### config.mk
export PLATFORM = sky130hd
export DESIGN_NAME = mac_layer_sched
export DESIGN_NICKNAME = d
export VERILOG_FILES = /design/src/rtl/mac_layer_sched.sv
export SDC_FILE = /design/constraint.sdc
export NUM_CORES = 1
export LEC_CHECK = 0
export BUFFER_PORTS_ARGS = -buffer_cell sky130_fd_sc_hd__buf_2
export CELL_PAD_IN_SITES_DETAIL_PLACEMENT = 0
export CELL_PAD_IN_SITES_GLOBAL_PLACEMENT = 1
export CORE_ASPECT_RATIO = 0.8
export CORE_MARGIN = 1.5
export CORE_UTILIZATION = 33
export DETAILED_ROUTE_END_ITERATION = 10
export GPL_ROUTABILITY_DRIVEN = 0
export PLACE_DENSITY_LB_ADDON = 0.3
export SYNTH_ARGS = -nofsm -noshare
export SYNTH_HDL_FRONTEND = slang
export SYNTH_SLANG_ARGS = --single-unit
### constraint.sdc
create_clock -name clk -period 1.35 [get_ports clk]
set_input_delay 0.2025 -clock clk [delete_from_list [all_inputs] [get_ports clk]]
set_output_delay 0.2025 -clock clk [all_outputs]
set_load 0.005 [all_outputs]
### src/rtl/mac_layer_sched.sv
// Layer sequencer: loads one N-value input vector, then steps P MAC lanes through M/P output
// groups and serializes each group's lane results onto the output stream.
module mac_layer_sched #(
    parameter int unsigned M = 4,
    parameter int unsigned N = 4,
    parameter int unsigned P = 2
) (
    input  logic                                        clk,
    input  logic                                        reset,
    input  logic                                        s_valid,
    output logic                                        s_ready,
    output logic                                        m_valid,
    input  logic                                        m_ready,
    output logic                                        wr_en_x,
    output logic [((N > 1) ? $clog2(N) : 1)-1:0]         addr_x,
    output logic [((M/P*N > 1) ? $clog2(M/P*N) : 1)-1:0] addr_w,
    output logic [((M/P > 1) ? $clog2(M/P) : 1)-1:0]     addr_b,
    output logic                                        acc_ld,
    output logic                                        acc_en,
    output logic                                        relu_en,
    output logic [((P > 1) ? $clog2(P) : 1)-1:0]         out_sel,
    output logic                                        busy
);
    localparam int unsigned G  = M / P;
    localparam int unsigned KW = (N > 1) ? $clog2(N) : 1;
    localparam int unsigned WW = (G * N > 1) ? $clog2(G * N) : 1;
    localparam int unsigned BW = (G > 1) ? $clog2(G) : 1;
    localparam int unsigned LW = (P > 1) ? $clog2(P) : 1;

    localparam logic [KW-1:0] KLast = KW'(N - 1);
    localparam logic [BW-1:0] GLast = BW'(G - 1);
    localparam logic [LW-1:0] LLast = LW'(P - 1);

    if (P == 0 || (M % P) != 0) begin : g_bad_params
        $error("mac_layer_sched: M must be a non-zero multiple of P");
    end

    typedef enum logic [2:0] {StLoad, StMac, StDrain, StRelu, StOut} state_e;

    state_e        state_q, state_d;
    logic [KW-1:0] k_q, k_d;
    logic [BW-1:0] g_q, g_d;
    logic [LW-1:0] l_q, l_d;
    logic          drain_q, drain_d;
    // Issue tracking across the memory-read and product-register stages.
    logic [1:0]    pipe_v_q, pipe_f_q;

    always_ff @(posedge clk or negedge reset) begin
        if (!reset) begin
            state_q  <= StLoad;
            k_q      <= '0;
            g_q      <= '0;
            l_q      <= '0;
            drain_q  <= 1'b0;
            pipe_v_q <= '0;
            pipe_f_q <= '0;
        end else begin
            state_q  <= state_d;
            k_q      <= k_d;
            g_q      <= g_d;
            l_q      <= l_d;
            drain_q  <= drain_d;
            pipe_v_q <= {pipe_v_q[0], state_q == StMac};
            pipe_f_q <= {pipe_f_q[0], (state_q == StMac) && (k_q == '0)};
        end
    end

    always_comb begin
        state_d = state_q;
        k_d     = k_q;
        g_d     = g_q;
        l_d     = l_q;
        drain_d = drain_q;

        s_ready = (state_q == StLoad);
        m_valid = (state_q == StOut);
        busy    = (state_q != StLoad);
        relu_en = (state_q == StRelu);
        // Gated by reset so that a held reset never reports a write.
        wr_en_x = s_ready && s_valid && reset;

        unique case (state_q)
            StLoad: begin
                if (s_valid) begin
                    if (k_q == KLast) begin
                        k_d     = '0;
                        g_d     = '0;
                        state_d = StMac;
                    end else begin
                        k_d = k_q + KW'(1);
                    end
                end
            end
            StMac: begin
                if (k_q == KLast) begin
                    k_d     = '0;
                    drain_d = 1'b0;
                    state_d = StDrain;
                end else begin
                    k_d = k_q + KW'(1);
                end
            end
            StDrain: begin
                if (drain_q) begin
                    drain_d = 1'b0;
                    state_d = StRelu;
                end else begin
                    drain_d = 1'b1;
                end
            end
            StRelu: begin
                l_d     = '0;
                state_d = StOut;
            end
            StOut: begin
                if (m_ready) begin
                    if (l_q == LLast) begin
                        l_d = '0;
                        if (g_q == GLast) begin
                            g_d     = '0;
                            k_d     = '0;
                            state_d = StLoad;
                        end else begin
                            g_d     = g_q + BW'(1);
                            state_d = StMac;
                        end
                    end else begin
                        l_d = l_q + LW'(1);
                    end
                end
            end
            default: state_d = StLoad;
        endcase
    end

    assign addr_x  = k_q;
    assign addr_w  = WW'(N * g_q + k_q);
    assign addr_b  = g_q;
    assign out_sel = l_q;
    assign acc_ld  = pipe_v_q[1] & pipe_f_q[1];
    assign acc_en  = pipe_v_q[1] & ~pipe_f_q[1];

endmodule

==> results.txt, run 1 <==
status: finished, violations left
violated checks: setup timing
Setup-failing EPs final: 7
number of flops mapped to enable cells by yosys: 0
Yosys top cell by area: dfrtp_1
critical path class: register to output port
Clock Tree Buf Depth: 2
Fin Clk Skew: 4.759 ps
top_reg_cell synth: dfrtp_1
grt peak-use layer: met2
Seq/Total Area, Yosys: 45.80%
GRT met1 Usage: 18.44%
fin nets: 104
root buf cell: clkbuf_4
layout cells sized above 1: 55.21%
CP max FO: 5
clk_lat worst skew: 270 ps
GR Overflow Total: 0
startpoint types: register
Worst Tran Pin Value: 319.4 ps
fin crit share: 109.6%
CTS sink cnt: 12
global-route wire length before repair: 2601 um
worst path required time: 1150 ps
share of the synthesized area in the top cell type: 45.80%
port buffer count: 17
Critical Path Most Common Cell: buf_6
TritonCTS Buffers: 3
P&R area growth vs syn: 47.33%
CTS tree: yes
final hold violation count: 0
Die Wd: 52.84 um
setup_tns: -618.9 ps
Synth cell types: 29
initial antenna violation count: 0
ranking of synthesized cells by area: dfrtp_1, ha_1, buf_4
met2 Usage GRT: 28.00%
die height: 42.87 um
Crit. End Element: output port
Leakage: 0.4963 nW
final HPWL from detailed placement: 1011 um
Top Ports: 18
final setup margin: -129.2 ps
routed wire length: 1507 um
RSZ-0062 raised after global routing: true
Avg Inst Size Synth: 10.24 um2
DR WL/cell: 12.56 um
Mapped Nets: 70
crit-path cells: buf_6 > nor3b_4 > buf_6 > buf_6
commonest cells after routing, fill and taps aside: buf_2, buf_4, dfrtp_1, buf_6, nand2_1
Power Density: 2213 mW/mm2
Critical Path AT: 1280 ps
vias: 569
Diodes inserted: 0
drt initial violations: 9
Post-Synthesis Cell Area: 655.6 um2
fill count: 183
Worst path slowest cell: dfrtp_2
Remaining DRCs: 0
Seq cells post-synth: 12
Max Cap Viol: 0
vias in the first global route: 598
worst path buffer plus inverter count: 3
GRT Overall Usage: 16.48%
routed vias/inst: 4.742
commonest non-fill, non-tap cell in the layout: buf_2
area of the multi-input gates: 326.6 um2
fin util: 51.54%
Slew headroom: 78.51%
Top Family by Delay on Critical Path: flip-flops
htree depth: 1
Final ANT Viol Nets: 0
Final Max Tran Viols: 0
initial core utilization: 34.98%
met3 Use GR: 6.338%
overall power: 2.138 mW
CP max stage delay: 440 ps
FP Rows: 14
DR pass1 iterations: 3
Max IR drop VDD: 1.090 mV
largest net degree at the start of global routing: 13
yosys warns: 0
Hold Slack: 204.3 ps
Synth async-reset ratio: 100.0%
Period minus WS final: 1479 ps
total core area: 0.001874 mm2
Gate Count Post-Synth: 64
fmax: 676.1 MHz
storage element area: 302.8 um2
Worst-path clk slew: 70 ps
die area: 0.002265 mm2
hold crit path type: input pin to register
==> final cells by class <==
| class | instances | share of cell area, % |
|---|---|---|
| tap | 24 | 3.109 |
| sequential | 12 | 31.35 |
| inverter | 5 | 2.202 |
| multi-input combinational | 41 | 33.81 |
| timing repair buffer | 35 | 27.20 |
| clock buffer | 3 | 2.332 |
==> registers in the layout (all words and copies together), names as in the netlist <==
register,flops
pipe_f_q,2
drain_q,1
pipe_v_q,2
addr_b,1
addr_x,2
state_q,3
out_sel,1
==> final timing paths <==
kind / startpoint / endpoint / slack (ps) / depth (start not counted)
worst min-delay path: m_ready / out_sel / 200 / 3
worst max register to register: state_q[2] / addr_x[0] / -120 / 5
max in group asynchronous: reset / state_q[1] / 770 / 3
worst min register to register: pipe_f_q[0] / pipe_f_q[1] / 350 / 0
min in group asynchronous: reset / addr_x[1] / 400 / 3
worst max-delay path: state_q[2] / m_valid / -130 / 4
==> metal layers <==
metal / vias up / part of all wire (%) / routed length (um)
met5: - / 0 / 0
li1: 281 / - / -
met2: 13 / 50 / 757
met3: 2 / 4.9 / 74
met1: 273 / 44 / 660
met4: 0 / 0.93 / 14
==> Yosys cell counts, types with 2 or more instances <==
master and n:
a21oi_1 4, and2_1 2, buf_4 3, buf_6 2, dfrtp_1 12, ha_1 2, inv_1 4, mux2_2 2
nand2_1 6, nand3_1 2, nor2_1 2, nor2b_1 3, nor3_1 2, o21ai_1 3
==> tightest hold or removal path, cell delays in order <==
cell and delay [ps]:
buf_2 130, nand2_4 60, o21ai_1 50
==> timing repair <==
item	4_1_cts	5_1_grt
hold buffers	1	0
pin swaps	1	1
endpoints found under the setup margin	6	9
setup buffers	5	1
gates resized for setup	13	4
endpoints found under the hold margin	12	0
==> where the power goes <==
| group | total [mW] | internal, mW | switching [mW] |
|---|---|---|---|
| Sequential | 0.627 | 0.512 | 0.115 |
| Clock | 0.216 | 0.103 | 0.113 |
| Combinational | 1.29 | 0.752 | 0.541 |
| Total | 2.14 | 1.37 | 0.770 |
==> cells by family after synthesis <==
logic type               Yosys count  synth area share, %
multiplexers                       4                7.251
AO/OA/AOI/OAI                     10                9.542
flip-flops                        12                45.80
buffers and inverters             11                11.26
AND/OR/NAND/NOR                   25                22.33
adder cells (fa/ha/maj)            2                3.816
==> stage by stage <==
| step | cell area (um2) | setup slack, ps | std cells |
|---|---|---|---|
| final | 965.9 | -129.2 | 120 |
| after floorplan | 655.6 | -4.488 | 64 |
| after global placement | 800.8 | 19.50 | 110 |
| after global routing | 965.9 | -185.4 | 120 |
| after detailed placement | 800.8 | 8.373 | 110 |
| after CTS | 943.4 | -118.9 | 119 |
Note: power is estimated with default switching activity, not from simulation.
==> run 2, diff against run 1 <==
--- a/config.mk
+++ b/config.mk
@@ -13,7 +13,7 @@
 export CORE_UTILIZATION = 33
 export DETAILED_ROUTE_END_ITERATION = 10
 export GPL_ROUTABILITY_DRIVEN = 0
-export PLACE_DENSITY_LB_ADDON = 0.3
+export PLACE_DENSITY = 0.74
 export SYNTH_ARGS = -nofsm -noshare
 export SYNTH_HDL_FRONTEND = slang
 export SYNTH_SLANG_ARGS = --single-unit
==> run 2 against run 1 <==
Net effect:
- the flow still finishes with violations (setup timing)
- sequential power grew 0.6%
- first-iteration DRC count grew 11%
- die area is the same
- flip-flop and latch count is the same
- power grew 2.2%
- critical path depth is the same
- setup slack gained 37 ps
- cell count grew 0.83%
- critical path type is now register to register
- highest routed layer unchanged
==> results.txt, run 2 (same netlist as run 1, synthesis figures left out) <==
status: finished, violations left
violated checks: setup timing
CTS sink cnt: 12
Flop pwr share: 28.9%
clk_lat worst skew: 270 ps
Leakage: 0.4919 nW
Slew headroom: 83.36%
Worst Tran Pin Value: 247.5 ps
DR WL/cell: 11.64 um
FP Rows: 14
Setup-failing EPs final: 6
Final ANT Viol Nets: 0
CP max stage delay: 470 ps
Max Cap Viol: 0
crit-path cells: buf_4 > nand3_2 > a221o_2 > mux2_4
final hold violation count: 0
die area: 0.002265 mm2
root buf cell: clkbuf_4
RSZ-0062 raised after global routing: true
Worst-path clk slew: 80 ps
Diodes inserted: 0
TritonCTS Buffers: 3
Top Ports: 18
largest net degree at the start of global routing: 13
internal power: 1.419 mW
Worst path slowest cell: dfrtp_2
commonest non-fill, non-tap cell in the layout: buf_2
total core area: 0.001874 mm2
CTS tree: yes
CP max FO: 5
Sw Share: 35.06%
commonest cells after routing, fill and taps aside: buf_2, buf_4, dfrtp_1, nand2_1, buf_6
critical path class: register to register
initial core utilization: 34.98%
DR pass1 iterations: 3
Period minus WS final: 1442 ps
final setup margin: -92.36 ps
Remaining DRCs: 0
P&R area growth vs syn: 46.37%
GR Overflow Total: 0
Final Max Tran Viols: 0
initial antenna violation count: 0
clock share of power: 13.0%
Clock Tree Buf Depth: 2
final HPWL from detailed placement: 1008 um
layout cells sized above 1: 56.70%
Die Wd: 52.84 um
startpoint types: register
Crit. End Element: register
port buffer count: 17
routed wire length: 1408 um
Hold Slack: 214.8 ps
Comb pwr share: 58.2%
r2r setup slk: -90 ps
Largest register FFs: 3
vias: 576
Post-Place Worst Slack: 17.61 ps
fmax: 693.3 MHz
Reg with most FFs: state_q
GRT Overall Usage: 15.45%
htree depth: 1
worst path required time: 1510 ps
Critical Path AT: 1600 ps
fin crit share: 106.8%
vias in the first global route: 541
sw power: 0.7661 mW
hold crit path type: input pin to register
global-route wire length before repair: 2477 um
Fin Clk Skew: 2.145 ps
fin nets: 104
Power Density: 2277 mW/mm2
die height: 42.87 um
routed vias/inst: 4.760
drt initial violations: 10
Max IR drop VDD: 1.041 mV
[run 2: changes by cell type in the layout (fill, tap and decap cells not counted), sizes merged]
cell    change
clkbuf      +1
[run 2: timing repair]
action / 4_1_cts / 5_1_grt
setup endpoints to repair: 6 / 10
buffers inserted: 5 / 1
resized for setup: 11 / 5
pin swaps: 1 / 0
hold buffers: 1 / 0
endpoints found under the hold margin: 12 / 0
[run 2: layout make-up]
type,count,area (um2)
Fill cell,173,914.6
Multi-Input combinational cell,41,322.8
Sequential cell,12,302.8
Timing Repair Buffer,35,246.5
Clock buffer,4,36.28
Tap cell,24,30.03
Inverter,5,21.27
[run 2: critical path: cells and delay by family (launching register included)]
| kind | cells | cell delay (ps) |
|---|---|---|
| flops | 1 | 470 |
| mux | 1 | 290 |
| simple gates | 1 | 40 |
| buf+inv | 1 | 150 |
| compound gates | 1 | 370 |
[run 2: path summary, 6_finish.rpt]
check                            startpoint          end  depth (start not counted)
min in group asynchronous             reset      drain_q                          3
worst max-delay path             state_q[2]    addr_x[0]                          4
worst max register to register   state_q[2]    addr_x[0]                          4
worst min-delay path                m_ready      out_sel                          3
worst min register to register  pipe_v_q[0]  pipe_v_q[1]                          0
max in group asynchronous             reset   state_q[1]                          3
[run 2: metal layers]
metal | track usage [%] | wire [um] | up-vias
li1 | - | - | 282
met1 | 19.51 | 621 | 279
met4 | 4.615 | 8 | 0
met5 | 0 | 0 | -
met3 | 6.690 | 67 | 2
met2 | 23.75 | 710 | 13
[run 2: power by group through the flow]
stage	Combinational, mW	Clock, mW	Sequential [mW]
finish	1.27	0.283	0.631
global route	1.41	0.318	0.651
CTS	1.19	0.298	0.629
detailed placement	1.03	0	0.620
global placement	1.02	0	0.612
floorplan	0.651	0	0.613
[run 2: through the flow]
stage	util, %	setup TNS [ps]	instances	power, mW	cell area, um2
after CTS	49.53	-423.4	120	2.114	928.4
final	51.20	-402.0	121	2.185	959.7
after floorplan	-	-4.488	64	1.265	655.6
after global routing	51.20	-873.2	121	2.378	959.7
after detailed placement	43.12	0	111	1.653	808.3
after global placement	43.12	0	111	1.630	808.3
